--- src/rtl/inst_decoder.sv ---
// rtl/inst_decoder.sv - recovers letters from the shifted instruction bus and decodes ATM keywords.
// Optional INST_DBG_EN adds dbg_word/dbg_words observation outputs.
module inst_decoder #(
  parameter int TIMEOUT_CYCLES = 16,
  parameter int TIMER_W        = 8
) (
  input  logic        sec_clock,
  input  logic        rst,
  input  logic [39:0] instruction,
  output logic        cmd_valid,
  output logic [2:0]  cmd_code,
  output logic        cmd_err,
  output logic [1:0]  err_code,
  output logic [3:0]  char_count,
  output logic        busy
`ifdef INST_DBG_EN
  ,
  output logic [39:0] dbg_word,
  output logic [7:0]  dbg_words
`endif
);

  typedef enum logic [1:0] {IDLE, RECV, FLUSH} state_t;

  localparam logic [1:0] E_UNKNOWN  = 2'd0;
  localparam logic [1:0] E_BADCHAR  = 2'd1;
  localparam logic [1:0] E_OVERFLOW = 2'd2;
  localparam logic [1:0] E_BREAK    = 2'd3;

  // Keyword letters packed with letter i at bits [5*i +: 5].
  localparam logic [39:0] KW_WORD [4] = '{
    {5'd18, 5'd5,  5'd6,  5'd19, 5'd14, 5'd1,  5'd18, 5'd20},  // TRANSFER
    {5'd0,  5'd20, 5'd9,  5'd19, 5'd15, 5'd16, 5'd5,  5'd4 },  // DEPOSIT
    {5'd23, 5'd1,  5'd18, 5'd4,  5'd8,  5'd20, 5'd9,  5'd23},  // WITHDRAW
    {5'd0,  5'd5,  5'd3,  5'd14, 5'd1,  5'd12, 5'd1,  5'd2 }   // BALANCE
  };
  localparam logic [3:0] KW_LEN [4] = '{4'd8, 4'd7, 4'd8, 4'd7};

  state_t             state, state_n;
  logic [39:0]        prev;
  logic [3:0]         mask, mask_n;
  logic [TIMER_W-1:0] timer, timer_n;
  logic               valid_n, err_n;
  logic [2:0]         code_n;
  logic [1:0]         ecode_n;
  logic [3:0]         count_n;

  logic       any_evt, shift_evt, brk_evt, timeout;
  logic [4:0] ch;
  logic       is_letter, is_bad;
  logic       hit;
  logic [2:0] hit_code;

  assign any_evt   = (instruction != prev);
  assign shift_evt = any_evt && (instruction[39:5] == prev[34:0]);
  assign brk_evt   = any_evt && !shift_evt;
  assign ch        = instruction[4:0];
  assign is_letter = (ch != 5'd0) && (ch <= 5'd26);
  assign is_bad    = (ch > 5'd26);
  assign timeout   = (state != IDLE) && !any_evt && (timer == TIMER_W'(TIMEOUT_CYCLES - 1));
  assign busy      = (state != IDLE);

  function automatic logic [3:0] letter_mask(input logic [3:0] m, input logic [2:0] idx,
                                             input logic [4:0] c);
    logic [3:0] r;
    for (int k = 0; k < 4; k++) begin
      r[k] = m[k] && ({1'b0, idx} < KW_LEN[k]) && (KW_WORD[k][5*idx +: 5] == c);
    end
    return r;
  endfunction

  // Keyword lengths are distinct per prefix, so at most one bit qualifies.
  always_comb begin
    hit      = 1'b0;
    hit_code = 3'd0;
    for (int k = 0; k < 4; k++) begin
      if (mask[k] && (KW_LEN[k] == char_count)) begin
        hit      = 1'b1;
        hit_code = 3'(k + 1);
      end
    end
  end

  always_ff @(posedge sec_clock or posedge rst) begin
    if (rst) state <= IDLE;
    else     state <= state_n;
  end

  always_comb begin
    state_n = state;
    case (state)
      IDLE:  if (shift_evt && is_letter) state_n = RECV;
      RECV: begin
        if (shift_evt) begin
          if (ch == 5'd0)                        state_n = IDLE;
          else if (is_bad || char_count == 4'd8) state_n = FLUSH;
        end else if (brk_evt || timeout) begin
          state_n = IDLE;
        end
      end
      FLUSH: if ((shift_evt && ch == 5'd0) || brk_evt || timeout) state_n = IDLE;
      default: state_n = IDLE;
    endcase
  end

  always_comb begin
    valid_n = 1'b0;
    err_n   = 1'b0;
    code_n  = cmd_code;
    ecode_n = err_code;
    count_n = char_count;
    mask_n  = mask;
    timer_n = (state_n == IDLE || any_evt) ? '0 : timer + 1'b1;
    case (state)
      IDLE: begin
        if (shift_evt && is_letter) begin
          mask_n  = letter_mask(4'hf, 3'd0, ch);
          count_n = 4'd1;
        end else if (shift_evt && is_bad) begin
          err_n   = 1'b1;
          ecode_n = E_BADCHAR;
        end
      end
      RECV: begin
        if (shift_evt) begin
          if (ch == 5'd0) begin
            if (hit) begin
              valid_n = 1'b1;
              code_n  = hit_code;
            end else begin
              err_n   = 1'b1;
              ecode_n = E_UNKNOWN;
            end
            count_n = 4'd0;
          end else if (is_bad) begin
            err_n   = 1'b1;
            ecode_n = E_BADCHAR;
            count_n = 4'd0;
          end else if (char_count == 4'd8) begin
            err_n   = 1'b1;
            ecode_n = E_OVERFLOW;
            count_n = 4'd0;
          end else begin
            mask_n  = letter_mask(mask, char_count[2:0], ch);
            count_n = char_count + 4'd1;
          end
        end else if (brk_evt || timeout) begin
          err_n   = 1'b1;
          ecode_n = E_BREAK;
          count_n = 4'd0;
        end
      end
      FLUSH:   count_n = 4'd0;
      default: count_n = 4'd0;
    endcase
  end

  always_ff @(posedge sec_clock or posedge rst) begin
    if (rst) begin
      prev       <= '0;
      mask       <= '0;
      timer      <= '0;
      cmd_valid  <= 1'b0;
      cmd_err    <= 1'b0;
      cmd_code   <= 3'd0;
      err_code   <= 2'd0;
      char_count <= 4'd0;
    end else begin
      prev       <= instruction;
      mask       <= mask_n;
      timer      <= timer_n;
      cmd_valid  <= valid_n;
      cmd_err    <= err_n;
      cmd_code   <= code_n;
      err_code   <= ecode_n;
      char_count <= count_n;
    end
  end

`ifdef INST_DBG_EN
  always_ff @(posedge sec_clock or posedge rst) begin
    if (rst) begin
      dbg_word  <= '0;
      dbg_words <= '0;
    end else if (valid_n || err_n) begin
      dbg_word <= instruction;
      if (dbg_words != 8'hff) dbg_words <= dbg_words + 8'd1;
    end
  end
`endif

endmodule

--- config.mk ---
export PLATFORM = sky130hd
export DESIGN_NAME = inst_decoder
export DESIGN_NICKNAME = d
export VERILOG_FILES = /design/src/rtl/inst_decoder.sv
export SDC_FILE = /design/constraint.sdc
export NUM_CORES = 1
export LEC_CHECK = 0
export BUFFER_PORTS_ARGS = -buffer_cell sky130_fd_sc_hd__buf_2
export CORE_ASPECT_RATIO = 0.75
export CORE_UTILIZATION = 34
export CTS_BUF_LIST = sky130_fd_sc_hd__clkbuf_16
export DETAILED_ROUTE_END_ITERATION = 10
export GPL_ROUTABILITY_DRIVEN = 0
export PLACE_DENSITY_LB_ADDON = 0.25
export SLEW_MARGIN = 20
export SYNTH_ARGS = -nofsm -noshare
export SYNTH_HDL_FRONTEND = slang
export SYNTH_SLANG_ARGS = --single-unit
--- constraint.sdc ---
create_clock -name sec_clock -period 2.3 [get_ports sec_clock]
set_clock_uncertainty 0.1 [all_clocks]
set_input_delay 0.23 -clock sec_clock [delete_from_list [all_inputs] [get_ports sec_clock]]
set_output_delay 0.23 -clock sec_clock [all_outputs]
set_load 0.03 [all_outputs]
# ---- Yosys cells after proc, flatten, opt, wreduce, memory -nomap -nowiden
# Index checks and enable logic that the tools add are counted.
dict set report totals {
  regBits 65
  output_inout_bits 12
  elab_cells 131
}
dict set report classes {
  addsub 2
  n_mul 1
  n_lt_le_gt_ge 3
  eq_ne 26
  n_shift 4
  mux 51
  n_reduce_logical 35
}
# op count
set op_table {}
lappend op_table {{$shiftx A40 B7 Y5 const A} 4}
lappend op_table {{$mux W4} 11}
lappend op_table {{$ne A40 B40 Y1} 1}
lappend op_table {{$eq A35 B35 Y1} 1}
lappend op_table {{$mux W2} 16}
lappend op_table {{$eq A5 B5 Y1} 4}
lappend op_table {{$logic_and A1 B1 Y1} 18}
lappend op_table {{$mux W1} 17}
lappend op_table {{$pmux W4 S2} 2}
lappend op_table {{$ne A2 B2 Y1 const B} 7}
lappend op_table {{$reduce_and A6 Y1} 2}
lappend op_table {{$eq A5 B5 Y1 const A} 2}
lappend op_table {{$add A8 B1 Y8 const B} 1}
lappend op_table {{$eq A8 B4 Y1 const B} 1}
lappend op_table {{$mux W8} 1}
lappend op_table {{$mul A3 B3 Y6 const A} 1}
lappend op_table {{$pmux W2 S3} 1}
lappend op_table {{$eq A2 B5 Y1 const A} 1}
lappend op_table {{$eq A3 B5 Y1 const A} 1}
lappend op_table {{$gt A5 B5 Y1 const B} 1}
lappend op_table {{$le A5 B5 Y1 const B} 1}
lappend op_table {{$logic_not A5 Y1} 1}
lappend op_table {{$logic_or A1 B1 Y1} 5}
lappend op_table {{$ne A5 B5 Y1 const B} 1}
lappend op_table {{other kinds (18)} 21}

# ---- Logic depth before layout (Yosys ltp)
# Gate-level depths: netlist (run 1).
dict set report depth {
  ltp_word 11
  depth_mapped 11
  ltp_nobuf 9
}

# ---- Worst setup path after synthesis (run 1)
# Ideal clock, no wire load.
dict set report synth_path {
  kind {reg2reg}
  startpoint {register char_count[0]}
  endpoint {register err_code[1]}
  setup_time_ps 126
  arrival_ps 2293
  t_required_ps 2074
  setup_slack_ps -219
  stages_incl_launch_ff 11
  path_buffers 1
  cell_sequence {dfrtp_1 -> clkbuf_1 -> inv_1 -> ha_1 -> and4b_1 -> a31oi_1 -> a31o_2 -> o21ai_0 -> nand3_1 -> a41oi_1 -> o32a_1}
}
dict set report synth_via {
  elab_chain_cells 8
}
# item line
set synth_rtl {}
lappend synth_rtl {{start, declared} 14} ;# output logic [3:0] char_count,
lappend synth_rtl {{start signal, assigned} 176} ;# char_count <= count_n;
lappend synth_rtl {{$eq A4 B4 Y1} {77, 139}}
lappend synth_rtl {{$logic_and A1 B1 Y1} 77} ;# if (mask[k] && (KW_LEN[k] == char_count)) begin
lappend synth_rtl {{$mux W1 (4 in series)} 77}
lappend synth_rtl {{$ne A4 B4 Y1 (no line)} n/a}
lappend synth_rtl {{$reduce_and A6 Y1 (no line) (*)} n/a}
lappend synth_rtl {{end signal, assigned} 175} ;# err_code <= ecode_n;
lappend synth_rtl {{end, declared} 13} ;# output logic [1:0] err_code,
# Mark *: on every way between the ends. The rest lies on a longest branch, timed or not.
# A chain may end at the register's enable or synchronous reset.

# ---- Worst setup path in the final report (run 1)
dict set report layout_path {
  startpoint {register prev[22]}
  endpoint {register mask[1]}
}
dict set report layout_via {
  elab_chain_cells 5
}
# item line
set layout_rtl {}
lappend layout_rtl {{start, declared} 40} ;# logic [39:0] prev;
lappend layout_rtl {{start signal, assigned} 169} ;# prev <= instruction;
lappend layout_rtl {{$ne A40 B40 Y1 or $eq A35 B35 Y1 (tied branches)} {54, 55}}
lappend layout_rtl {{$logic_and A1 B1 Y1 (*)} 55} ;# assign shift_evt = any_evt && (instruction[39:5] == prev[34:0]);
lappend layout_rtl {{$logic_and A1 B1 Y1} 116} ;# if (shift_evt && is_letter) begin
lappend layout_rtl {{$ne A2 B2 Y1 (no line)} n/a}
lappend layout_rtl {{$reduce_and A6 Y1 (no line) (*)} n/a}
lappend layout_rtl {{end signal, assigned} 170} ;# mask <= mask_n;
lappend layout_rtl {{end, declared} 41} ;# logic [3:0] mask, mask_n;
# Marks and branches as above.

==> metrics.md, run 1 <==
| Metric | Value |
|---|---|
| Status | `finished with violations` |
| Failing checks | `negative setup slack` |
| Clock transition at path regs | `0.06 ns` |
| DR DRC count | `0` |
| Antenna violations before repair | `0` |
| Final #Nets | `540` |
| Top-Level Pins | `54` |
| Peak supply drop | `0.3633 mV` |
| Worst-path fanout max | `5` |
| Final setup viols | `1` |
| Detail Placement HPWL | `7150 µm` |
| Logic pwr share | `12.9%` |
| HP Class | `input port to register` |
| Layout Cells excl Fill | `632` |
| Sequential power share | `41.8%` |
| TNS Setup | `-0.03642 ns` |
| Count leader, synth | `dfrtp_1` |
| TritonCTS clock tree | `done` |
| Ys async rst share | `100.0%` |
| Top-area cell type share of the netlist area | `44.02%` |
| Clk sinks | `65` |
| Synthesized instance count | `362` |
| Adder-cell share of the synthesized area | `2.370%` |
| Share of layout cells above drive strength 1 | `29.84%` |
| First-pass GRT wire length | `16520 µm` |
| Synth warn | `0` |
| Post-layout total power | `2895 µW` |
| Post-Synth Simple-Gate Area | `17.37%` |
| Net load switching power | `705.2 µW` |
| Synth unique cells | `52` |
| Worst-Skew Late Latency | `0.33 ns` |
| Pins over their slew limit | `0` |
| Vias/cell | `5.005` |
| Worst reg2reg setup slack | `-0.04 ns` |
| Hold Crit Depth | `2` |
| Final Worst Setup Slack | `-0.03642 ns` |
| Metal-1 WL | `5331 µm` |
| LEAKAGE | `0.002299 µW` |
| Mapped cell area | `3695 µm²` |
| Gr ovfl total | `0` |
| TritonRoute pass-1 iters | `4` |
| Row cnt | `32` |
| Via count | `3163` |
| Die width | `122.4 µm` |
| Placed insts | `572` |
| Area Overhead vs Synth | `41.69%` |
| N_diodes | `0` |
| Post-synth EDFFs | `0` |
| Mux contribution to synthesized area | `1.558%` |
| Worst Setup Path Type | `register to register` |
| Max-slew headroom | `67.68%` |
| Worst hold path startpoint | `instruction[17]` |
| Least-Margin Pin Slew | `0.4773 ns` |
| Post-synth top cells | `dfrtp_1 (65), xnor2_1 (50), xor2_1 (46), nand3_1 (21), nor2_1 (21)` |
| Final min period | `2.336 ns` |
| DR WL met2 | `4203 µm` |
| Area contributors post-synth | `dfrtp_1 (44%), xnor2_1 (12%), xor2_1 (11%)` |
| Vias in the first global route | `3115` |
| Register area share after synthesis | `44.02%` |
| Die ar. | `11290 µm²` |
| Highest Signal Layer | `met4` |
| Worst Hold Endpoint | `prev[17]` |
| H-tree depth | `3` |
| Clock tree buffer depth | `2` |
| Yosys reg bits | `65` |
| Root Driver | `clkbuf_16` |
| Post-synthesis compound-gate area fraction | `9.380%` |
| Pwr dens | `553.0 nW/µm²` |
| Worst EP arrival | `2.45 ns` |
| Primary FF master, synth | `dfrtp_1` |
| Post-synthesis net count | `411` |
| Mean routed wirelength per cell | `16.29 µm` |
| Max Freq | `0.4280 GHz` |
| Worst R2R Start | `prev[22]` |
| Setup crit end kind | `register` |
| Post-Route WL | `10300 µm` |
| RSZ-0062 raised after global routing | `true` |
| Port Buffers | `53` |
| Fin util | `50.29%` |
| Largest net degree at the start of global routing | `66` |
| Initial Util | `35.49%` |
| Tot GR Track Use | `19.49%` |
| Core footprint | `10410 µm²` |
| Initial drt markers | `173` |
| Reg2reg end | `mask[1]` |
| P_int | `2190 µW` |
| Final hold vios | `0` |
| Clock power share | `45.3%` |
| Total CTS buffers | `9` |
| Die Ht | `92.28 µm` |
| Reg2Reg Depth | `8` |
| Syn_area_per_cell | `10.21 µm²` |
| WP data required | `2.41 ns` |
| Routed met3 length | `661 µm` |
| Post-synth top area cell | `dfrtp_1` |
| Antenna viol nets, final | `0` |
| Period utilisation layout | `101.6%` |
| Crit start category | `register` |
| Switching Share | `24.36%` |
| Main combinational cell family by area after synthesis | `XOR/XNOR gates` |
| Max Cap Violations | `0` |
| Fillers | `935` |
| Synth Area in XOR/XNOR | `22.76%` |
worst max path at each step:
stage | start | to | slack [ns] | cells after the start
after global placement | prev[22] | mask[1] | -0.18 | 7
final | prev[22] | mask[1] | -0.04 | 8
after floorplan | char_count[0] | err_code[1] | -0.04 | 11
after detailed placement | prev[22] | char_count[1] | -0.17 | 7
after CTS | prev[21] | mask[1] | -0.005 | 8
after global routing | prev[22] | mask[1] | -0.11 | 8
kinds of logic after synthesis:
family,Yosys count
simple gates,113
xor+xnor,96
flops,65
compound gates,52
buf+inv,24
fa+ha+maj,7
mux,5
flip-flops by register name (all words and copies together) (netlist names):
name	cells
timer	8
state	2
prev	40
cmd_code	3
cmd_err	1
cmd_valid	1
err_code	2
char_count	4
mask	4
worst max-delay path, cell delays in order (launching register included):
cell and delay [ns]:
dfrtp_1 0.40, xor2_1 0.18, nor4_2 0.39, nand4_1 0.20, nor3_4 0.15, buf_6 0.15, nand2_4 0.07, or2_4 0.27
mux2_4 0.30
area by class of cell:
type / count / area, µm² / share of cell area (%)
clock inverters: 7 / 62.56 / 1.195
repair buffers: 133 / 984.7 / 18.81
well taps: 136 / 170.2 / 3.250
flip-flops and latches: 65 / 1628 / 31.09
multi-input cells: 273 / 2131 / 40.70
clock buffers: 9 / 225.2 / 4.302
inverters: 9 / 33.78 / 0.6453
power groups by stage:
stage               Sequential [µW]  Combinational (µW)  Clock [µW]
floorplan                      1230                 167           0
global placement               1230                 300           0
detailed placement             1230                 300           0
CTS                            1210                 360        1330
global route                   1210                 405        1390
finish                         1210                 373        1310
layout by cell type (no fill, tap or decap), types with 4 or more instances in the layout:
master and instances:
nand3_1 20, xnor2_1 47, nand2_1 12, nand4_1 12
o21ai_0 9, ha_1 6, buf_2 53, dlygate4sd3_1 38
xor2_1 46, nor2_1 21, clkbuf_16 9, inv_1 9
nor3_1 4, nor4_1 9, a21oi_1 12, buf_4 38
dfrtp_1 64
per-layer routing:
layer | GRT usage [%] | vias up
met5 | 0 | -
met4 | 5.488 | 0
met3 | 3.980 | 8
met2 | 26.73 | 94
met1 | 30.22 | 1533
li1 | - | 1528
stage by stage:
stage          instance area (µm²)  setup WS, ns  hold WS (ns)
6_report                      5235      -0.03642       0.06083
5_1_grt                       5235       -0.1114       0.05719
4_1_cts                       5117     -0.005155       0.03378
3_3_place_gp                  4354       -0.1785        0.2254
2_1_floorplan                 3707      -0.03649        0.1614
3_5_place_dp                  4354       -0.1705        0.2271
what timing repair did:
item / in CTS / in global routing
endpoints found under the hold margin: 102 / 0
setup buffers: 5 / 1
gates resized for setup: 11 / 24
endpoints found under the setup margin: 23 / 24
pin swaps: 11 / 10
hold buffers: 38 / 0
Power figures use the tool's default switching activity.
==> inputs of run 2 (changes only) <==
--- a/config.mk
+++ b/config.mk
@@ -6,7 +6,7 @@
 export NUM_CORES = 1
 export LEC_CHECK = 0
 export BUFFER_PORTS_ARGS = -buffer_cell sky130_fd_sc_hd__buf_2
-export CORE_ASPECT_RATIO = 0.75
+export CORE_ASPECT_RATIO = 0.8
 export CORE_UTILIZATION = 34
 export CTS_BUF_LIST = sky130_fd_sc_hd__clkbuf_16
 export DETAILED_ROUTE_END_ITERATION = 10
==> run 2 against run 1 <==
  * The flow still finishes with violations (negative setup slack)
  * Global-route usage hardly changed
  * Clock power increased by 11%
  * Sequential share of layout area down 0.68 points
  * Design area is 2.3% higher
  * Largest power group unchanged
  * Highest routed layer unchanged
==> metrics.md, run 2 (synthesized netlist as in run 1, its figures left out) <==
| Metric | Value |
|---|---|
| WP depth | `8 (unchanged)` |
| Antenna viol nets, final | `0 (unchanged)` |
| Detail Placement HPWL | `7317 µm (was 7150 µm)` |
| CP Cell Sequence | `xnor2_1 -> nand4_1 -> nor4_4 -> nand4_4 -> buf_6 -> nand3_4 -> a41oi_2 -> o32a_1 (was xor2_1 -> nor4_2 -> nand4_1 -> nor3_4 -> buf_6 -> nand2_4 -> or2_4 -> mux2_4)` |
| WP data required | `2.41 ns (about the same)` |
| Worst-Skew Late Latency | `0.33 ns (about the same)` |
| Failing checks | `negative setup slack (unchanged)` |
| Reg2reg end | `err_code[1] (was mask[1])` |
| Total CTS buffers | `9 (unchanged)` |
| Mean routed wirelength per cell | `16.56 µm (was 16.29 µm)` |
| Slowest stage delay, CP | `0.41 ns (was 0.40 ns)` |
| Initial Util | `35.51% (was 35.49%)` |
| Via count | `3207 (was 3163)` |
| Tot GR Track Use | `19.51% (was 19.49%)` |
| Final Worst Setup Slack | `-0.04150 ns (was -0.03642 ns)` |
| H-tree depth | `3 (unchanged)` |
| TritonCTS clock tree | `done (unchanged)` |
| Least-Margin Pin Slew | `0.6604 ns (was 0.4773 ns)` |
| Fillers | `936 (was 935)` |
| First-pass GRT wire length | `16850 µm (was 16520 µm)` |
| Critical path's top delay family | `simple AND/OR/NAND/NOR gates (unchanged)` |
| Antenna violations before repair | `0 (unchanged)` |
| Largest regs | `prev (40), timer (8) (unchanged)` |
| Row cnt | `33 (was 32)` |
| Share of layout cells above drive strength 1 | `30.69% (was 29.84%)` |
| Worst hold path startpoint | `instruction[13] (was instruction[17])` |
| Bufs and invs on worst path | `1 (unchanged)` |
| Critical Path Start | `prev[17] (was prev[22])` |
| Commonest non-fill, non-tap cell in the layout | `dfrtp_1 (unchanged)` |
| Post-route cell area | `5356 µm² (was 5235 µm²)` |
| CP max stage cell | `dfrtp_1 (unchanged)` |
| Commonest non-fill, non-tap cells in the layout | `dfrtp_1 (63), buf_2 (50), xnor2_1 (46) (was dfrtp_1 (64), buf_2 (53), xnor2_1 (47))` |
| Vias in the first global route | `3153 (was 3115)` |
| Clk sinks | `65 (unchanged)` |
| Root Driver | `clkbuf_16 (unchanged)` |
| Top-Level Pins | `54 (unchanged)` |
| Die Ht | `95.24 µm (was 92.28 µm)` |
| Worst-path fanout max | `7 (was 5)` |
| Reg2Reg Depth | `8 (unchanged)` |
| Final hold vios | `0 (unchanged)` |
| Max Cap Violations | `0 (unchanged)` |
| HP Class | `input port to register (unchanged)` |
| Pwr dens | `571.2 nW/µm² (was 553.0 nW/µm²)` |
| RSZ-0062 raised after global routing | `true (unchanged)` |
| Peak supply drop | `0.3077 mV (was 0.3633 mV)` |
| Setup crit end kind | `register (unchanged)` |
| Worst EP arrival | `2.45 ns (about the same)` |
| TritonRoute pass-1 iters | `4 (unchanged)` |
| Die width | `118.6 µm (was 122.4 µm)` |
| Max reg flops | `40 (unchanged)` |
| Period utilisation layout | `101.8% (was 101.6%)` |
| Worst Setup Path Type | `register to register (unchanged)` |
| Max-slew headroom | `55.42% (was 67.68%)` |
| TNS Setup | `-0.1346 ns (was -0.03642 ns)` |
| Vias/cell | `5.074 (was 5.005)` |
| Dpl cell area | `4329 µm² (was 4354 µm²)` |
| Core footprint | `10410 µm² (about the same)` |
| Largest Register | `prev (unchanged)` |
| Die ar. | `11290 µm² (about the same)` |
| Post-Route WL | `10470 µm (was 10300 µm)` |
| Final hold slack | `0.1211 ns (was 0.06083 ns)` |
| Clock tree buffer depth | `2 (unchanged)` |
| Initial drt markers | `216 (was 173)` |
| Area Overhead vs Synth | `44.97% (was 41.69%)` |
| Pins over their slew limit | `0 (unchanged)` |
| Worst reg2reg setup slack | `-0.04 ns (about the same)` |
| Clock transition at path regs | `0.06 ns (about the same)` |
| Final #Nets | `536 (was 540)` |
| N_diodes | `0 (unchanged)` |
| Worst R2R Start | `prev[17] (was prev[22])` |
| Post-place setup slack | `-0.1345 ns (was -0.1705 ns)` |
| Largest net degree at the start of global routing | `28 (was 66)` |
| LEAKAGE | `0.002338 µW (was 0.002299 µW)` |
| Worst Setup EP | `err_code[1] (was mask[1])` |
| Port Buffers | `53 (unchanged)` |
| Status | `finished with violations (unchanged)` |
| Max Freq | `0.4271 GHz (was 0.4280 GHz)` |
| Crit start category | `register (unchanged)` |
| Final min period | `2.341 ns (was 2.336 ns)` |
| DR DRC count | `0 (unchanged)` |
| Gr ovfl total | `0 (unchanged)` |
| Final setup viols | `6 (was 1)` |
run 2: cell count changes in the layout (fill, tap and decap cells not counted), sizes merged:
cell,delta
buf,-6
bufinv,+1
clkinv,-1
clkinvlp,-1
dlymetal6s4s,+2
inv,+1
run 2: cell type report:
| cell class | instances | area [µm²] | share of cell area, % |
|---|---|---|---|
| clock buffers | 9 | 225.2 | 4.205 |
| clock inverters | 7 | 93.84 | 1.752 |
| inverters | 9 | 33.78 | 0.6307 |
| multi-input cells | 273 | 2208 | 41.23 |
| flip-flops and latches | 65 | 1629 | 30.41 |
| well taps | 140 | 175.2 | 3.270 |
| repair buffers | 129 | 991.0 | 18.50 |
run 2: worst min-delay path by stage:
stage,slack [ns],end,cells after the start
2_1_floorplan,0.16,prev[0],0
3_3_place_gp,0.17,prev[8],2
3_5_place_dp,0.17,prev[2],2
4_1_cts,0.15,prev[4],2
5_1_grt,0.13,prev[13],1
6_report,0.12,prev[13],1
run 2: worst reg2reg max path, delay by kind of cell, from the launching register on:
| family | cells | cell delay, ns |
|---|---|---|
| DFF | 1 | 0.41 |
| xor gates and xnor gates | 1 | 0.23 |
| AOI/OAI and AO/OA | 2 | 0.49 |
| buffers and inverters | 1 | 0.18 |
| and+or+nand+nor | 4 | 0.81 |
run 2: routing by layer:
metal,share of wire (%),vias to the layer above,global-route usage [%],wire length (µm)
met2,44,102,29.53,4618
met1,49,1577,27.44,5148
met4,0.97,0,5.380,102
li1,-,1518,-,-
met3,5.7,10,5.203,599
met5,0,-,0,0
run 2: repair_timing:
item                                   CTS  global route
setup endpoints to repair               14            24
buffers inserted                         5             2
pin swaps                               11            19
endpoints found under the hold margin   56             0
hold buffers                            40             0
resized for setup                       12            42
run 2: power breakdown:
group | internal (µW) | total (µW) | switching, µW
clock network | 948 | 1460 | 515
logic | 191 | 386 | 195
registers | 1180 | 1210 | 31.4
run 2: through the flow:
stage,std cells,total power (µW),utilization (%)
floorplan,362,1393,-
global placement,572,1525,41.61
finish,632,3059,51.48
CTS,633,3054,49.52
detailed placement,572,1527,41.61
global route,632,3172,51.48
==> inputs of run 3 (changes only) <==
==> constraint.sdc (replaced) <==
create_clock -name sec_clock -period 2.3 [get_ports sec_clock]
set_clock_uncertainty 0.1 [all_clocks]
set_input_delay 0.115 -clock sec_clock [delete_from_list [all_inputs] [get_ports sec_clock]]
set_output_delay 0.115 -clock sec_clock [all_outputs]
set_load 0.03 [all_outputs]
==> run 3 against run 2 <==
  * The flow still finishes with violations (negative setup slack)
  * Cell count fell by 1.9%
  * Routed wire length fell by 1.5%
  * Core utilization fell by 0.46 points
  * Combinational power fell by 4%
  * Via count fell by 2.9%
  * Clock power fell by 3%
  * Hold slack got worse by 0.091 ns
  * Non-clock buffer count fell by 12
  * Clock-buffer cell count did not move
==> metrics.md, run 3 (synthesized netlist as in run 1, its figures left out) <==
| Metric | Value |
|---|---|
| Crit start category | `input port (was register)` |
| Pins over their slew limit | `0 (unchanged)` |
| First-pass GRT wire length | `16480 µm (was 16850 µm)` |
| Sequential power share | `40.4% (was 39.6%)` |
| Clock transition at path regs | `0.06 ns (about the same)` |
| Switching Share | `23.46% (was 24.22%)` |
| Worst-Skew Late Latency | `0.33 ns (about the same)` |
| Max reg flops | `40 (unchanged)` |
| TritonRoute pass-1 iters | `4 (unchanged)` |
| Die Ht | `95.24 µm (unchanged)` |
| Gr ovfl total | `0 (unchanged)` |
| DR DRC count | `0 (unchanged)` |
| Clk sinks | `65 (unchanged)` |
| Max Cap Violations | `0 (unchanged)` |
| Mean routed wirelength per cell | `16.64 µm (was 16.56 µm)` |
| Commonest non-fill, non-tap cell in the layout | `dfrtp_1 (unchanged)` |
| Vias/cell | `5.024 (was 5.074)` |
| Tot GR Track Use | `19.15% (was 19.51%)` |
| Fin util | `51.02% (was 51.48%)` |
| Top-Level Pins | `54 (unchanged)` |
| Largest net degree at the start of global routing | `42 (was 28)` |
| Commonest non-fill, non-tap cells in the layout | `dfrtp_1 (64), xor2_1 (46), buf_2 (44) (was dfrtp_1 (63), buf_2 (50), xnor2_1 (46))` |
| Final setup viols | `7 (was 6)` |
| Reg2reg end | `cmd_code[1] (was err_code[1])` |
| P_int | `2298 µW (was 2318 µW)` |
| Antenna violations before repair | `0 (unchanged)` |
| Setup crit end kind | `register (unchanged)` |
| RSZ-0062 raised after global routing | `true (unchanged)` |
| Clock power share | `47.3% (was 47.8%)` |
| H-tree depth | `3 (unchanged)` |
| Row cnt | `33 (unchanged)` |
| Antenna viol nets, final | `0 (unchanged)` |
| Initial drt markers | `247 (was 216)` |
| Port Buffers | `53 (unchanged)` |
| Die width | `118.6 µm (unchanged)` |
| Final #Nets | `524 (was 536)` |
| Initial Util | `35.51% (unchanged)` |
| Root Driver | `clkbuf_16 (unchanged)` |
| Worst reg2reg setup slack | `-0.05 ns (was -0.04 ns)` |
| Largest regs | `prev (40), timer (8) (unchanged)` |
| Max Freq | `0.4236 GHz (was 0.4271 GHz)` |
| Least-Margin Pin Slew | `0.5450 ns (was 0.6604 ns)` |
| WP data required | `2.41 ns (about the same)` |
| Die ar. | `11290 µm² (unchanged)` |
| Post-Route WL | `10320 µm (was 10470 µm)` |
| Via count | `3115 (was 3207)` |
| Worst Hold Endpoint | `prev[8] (was prev[13])` |
| Clock tree buffer depth | `2 (unchanged)` |
| HP Class | `input port to register (unchanged)` |
| Worst hold path startpoint | `instruction[8] (was instruction[13])` |
| Peak supply drop | `0.3594 mV (was 0.3077 mV)` |
| Worst-path fanout max | `6 (was 7)` |
| Final min period | `2.361 ns (was 2.341 ns)` |
| Net load switching power | `704.4 µW (was 741.0 µW)` |
| Vias in the first global route | `3164 (was 3153)` |
| Period utilisation layout | `102.6% (was 101.8%)` |
| Worst R2R Start | `prev[9] (was prev[17])` |
| Logic pwr share | `12.3% (was 12.6%)` |
| Share of layout cells above drive strength 1 | `28.96% (was 30.69%)` |
| Total CTS buffers | `9 (unchanged)` |
| Status | `finished with violations (unchanged)` |
| Reg2Reg Depth | `7 (was 8)` |
| TritonCTS clock tree | `done (unchanged)` |
| N_diodes | `0 (unchanged)` |
| Worst Setup Path Type | `input port to register (was register to register)` |
| Max-slew headroom | `63.62% (was 55.42%)` |
| Failing checks | `negative setup slack (unchanged)` |
| Final hold vios | `0 (unchanged)` |
| Core footprint | `10410 µm² (unchanged)` |
| Area Overhead vs Synth | `43.68% (was 44.97%)` |
| Largest Register | `prev (unchanged)` |
| Fillers | `959 (was 936)` |
| Hold Crit Depth | `1 (unchanged)` |
| LEAKAGE | `0.002317 µW (was 0.002338 µW)` |
| Post-layout total power | `3002 µW (was 3059 µW)` |
| Final Worst Setup Slack | `-0.06083 ns (was -0.04150 ns)` |
| Detail Placement HPWL | `7232 µm (was 7317 µm)` |
| Worst EP arrival | `2.47 ns (was 2.45 ns)` |
| Pwr dens | `565.5 nW/µm² (was 571.2 nW/µm²)` |
[run 3: area by class of cell]
| type | count | area, µm² | area share (%) |
|---|---|---|---|
| clock buffers | 9 | 225.2 | 4.242 |
| clock inverters | 7 | 85.08 | 1.603 |
| inverters | 9 | 33.78 | 0.6363 |
| multi-input cells | 273 | 2245 | 42.28 |
| flip-flops and latches | 65 | 1628 | 30.66 |
| well taps | 140 | 175.2 | 3.300 |
| repair buffers | 117 | 917.1 | 17.28 |
[run 3: how the worst max path moves through the flow]
stage                          from       endpoint  slack (ns)
floorplan             char_count[0]    err_code[1]       -0.04
CTS                        prev[21]        mask[1]       -0.05
global placement           prev[22]  char_count[1]       -0.19
detailed placement         prev[22]  char_count[1]       -0.20
finish              instruction[15]        mask[1]       -0.06
global route                prev[9]    cmd_code[1]       -0.14
[run 3: worst max-delay path, cell delays in order]
cell and delay (ns):
dlygate4sd3_1 0.53, buf_2 0.15, xnor2_1 0.20, nand4_1 0.19
nor4_4 0.28, buf_4 0.17, nand4_4 0.09, buf_6 0.19
nand2_4 0.08, or2_4 0.17, mux2_4 0.30
[run 3: power by group through the flow]
stage	Combinational [µW]	Clock (µW)	Sequential (µW)
final	369	1420	1210
after global routing	402	1500	1220
after CTS	355	1460	1210
after detailed placement	290	0	1230
after global placement	288	0	1230
after floorplan	167	0	1230
[run 3: timing repair]
action | 4_1_cts | 5_1_grt
pin swaps | 16 | 23
endpoints found under the setup margin | 21 | 23
gates resized for setup | 15 | 43
setup buffers | 5 | 2
hold buffers | 40 | 0
hold endpoints to repair | 63 | 0
[run 3: stage by stage]
step	hold WS [ns]	setup WS, ns	setup TNS [ns]	instance area [µm²]	instances
3_5_place_dp	0.1038	-0.1961	-1.733	4284	566
3_3_place_gp	0.09701	-0.1858	-2.099	4284	566
2_1_floorplan	0.04643	-0.03649	-0.03649	3707	362
4_1_cts	0.03782	-0.04735	-0.2758	5112	627
5_1_grt	0.05113	-0.1362	-1.121	5309	620
6_report	0.02961	-0.06083	-0.3021	5309	620
[run 3: layer usage]
layer / up-vias / share of wire [%] / global-route usage (%)
met3: 2 / 6.6 / 4.426
met4: 0 / 0.27 / 4.852
met2: 99 / 44 / 28.51
met1: 1513 / 49 / 27.93
met5: - / 0 / 0
li1: 1501 / - / -
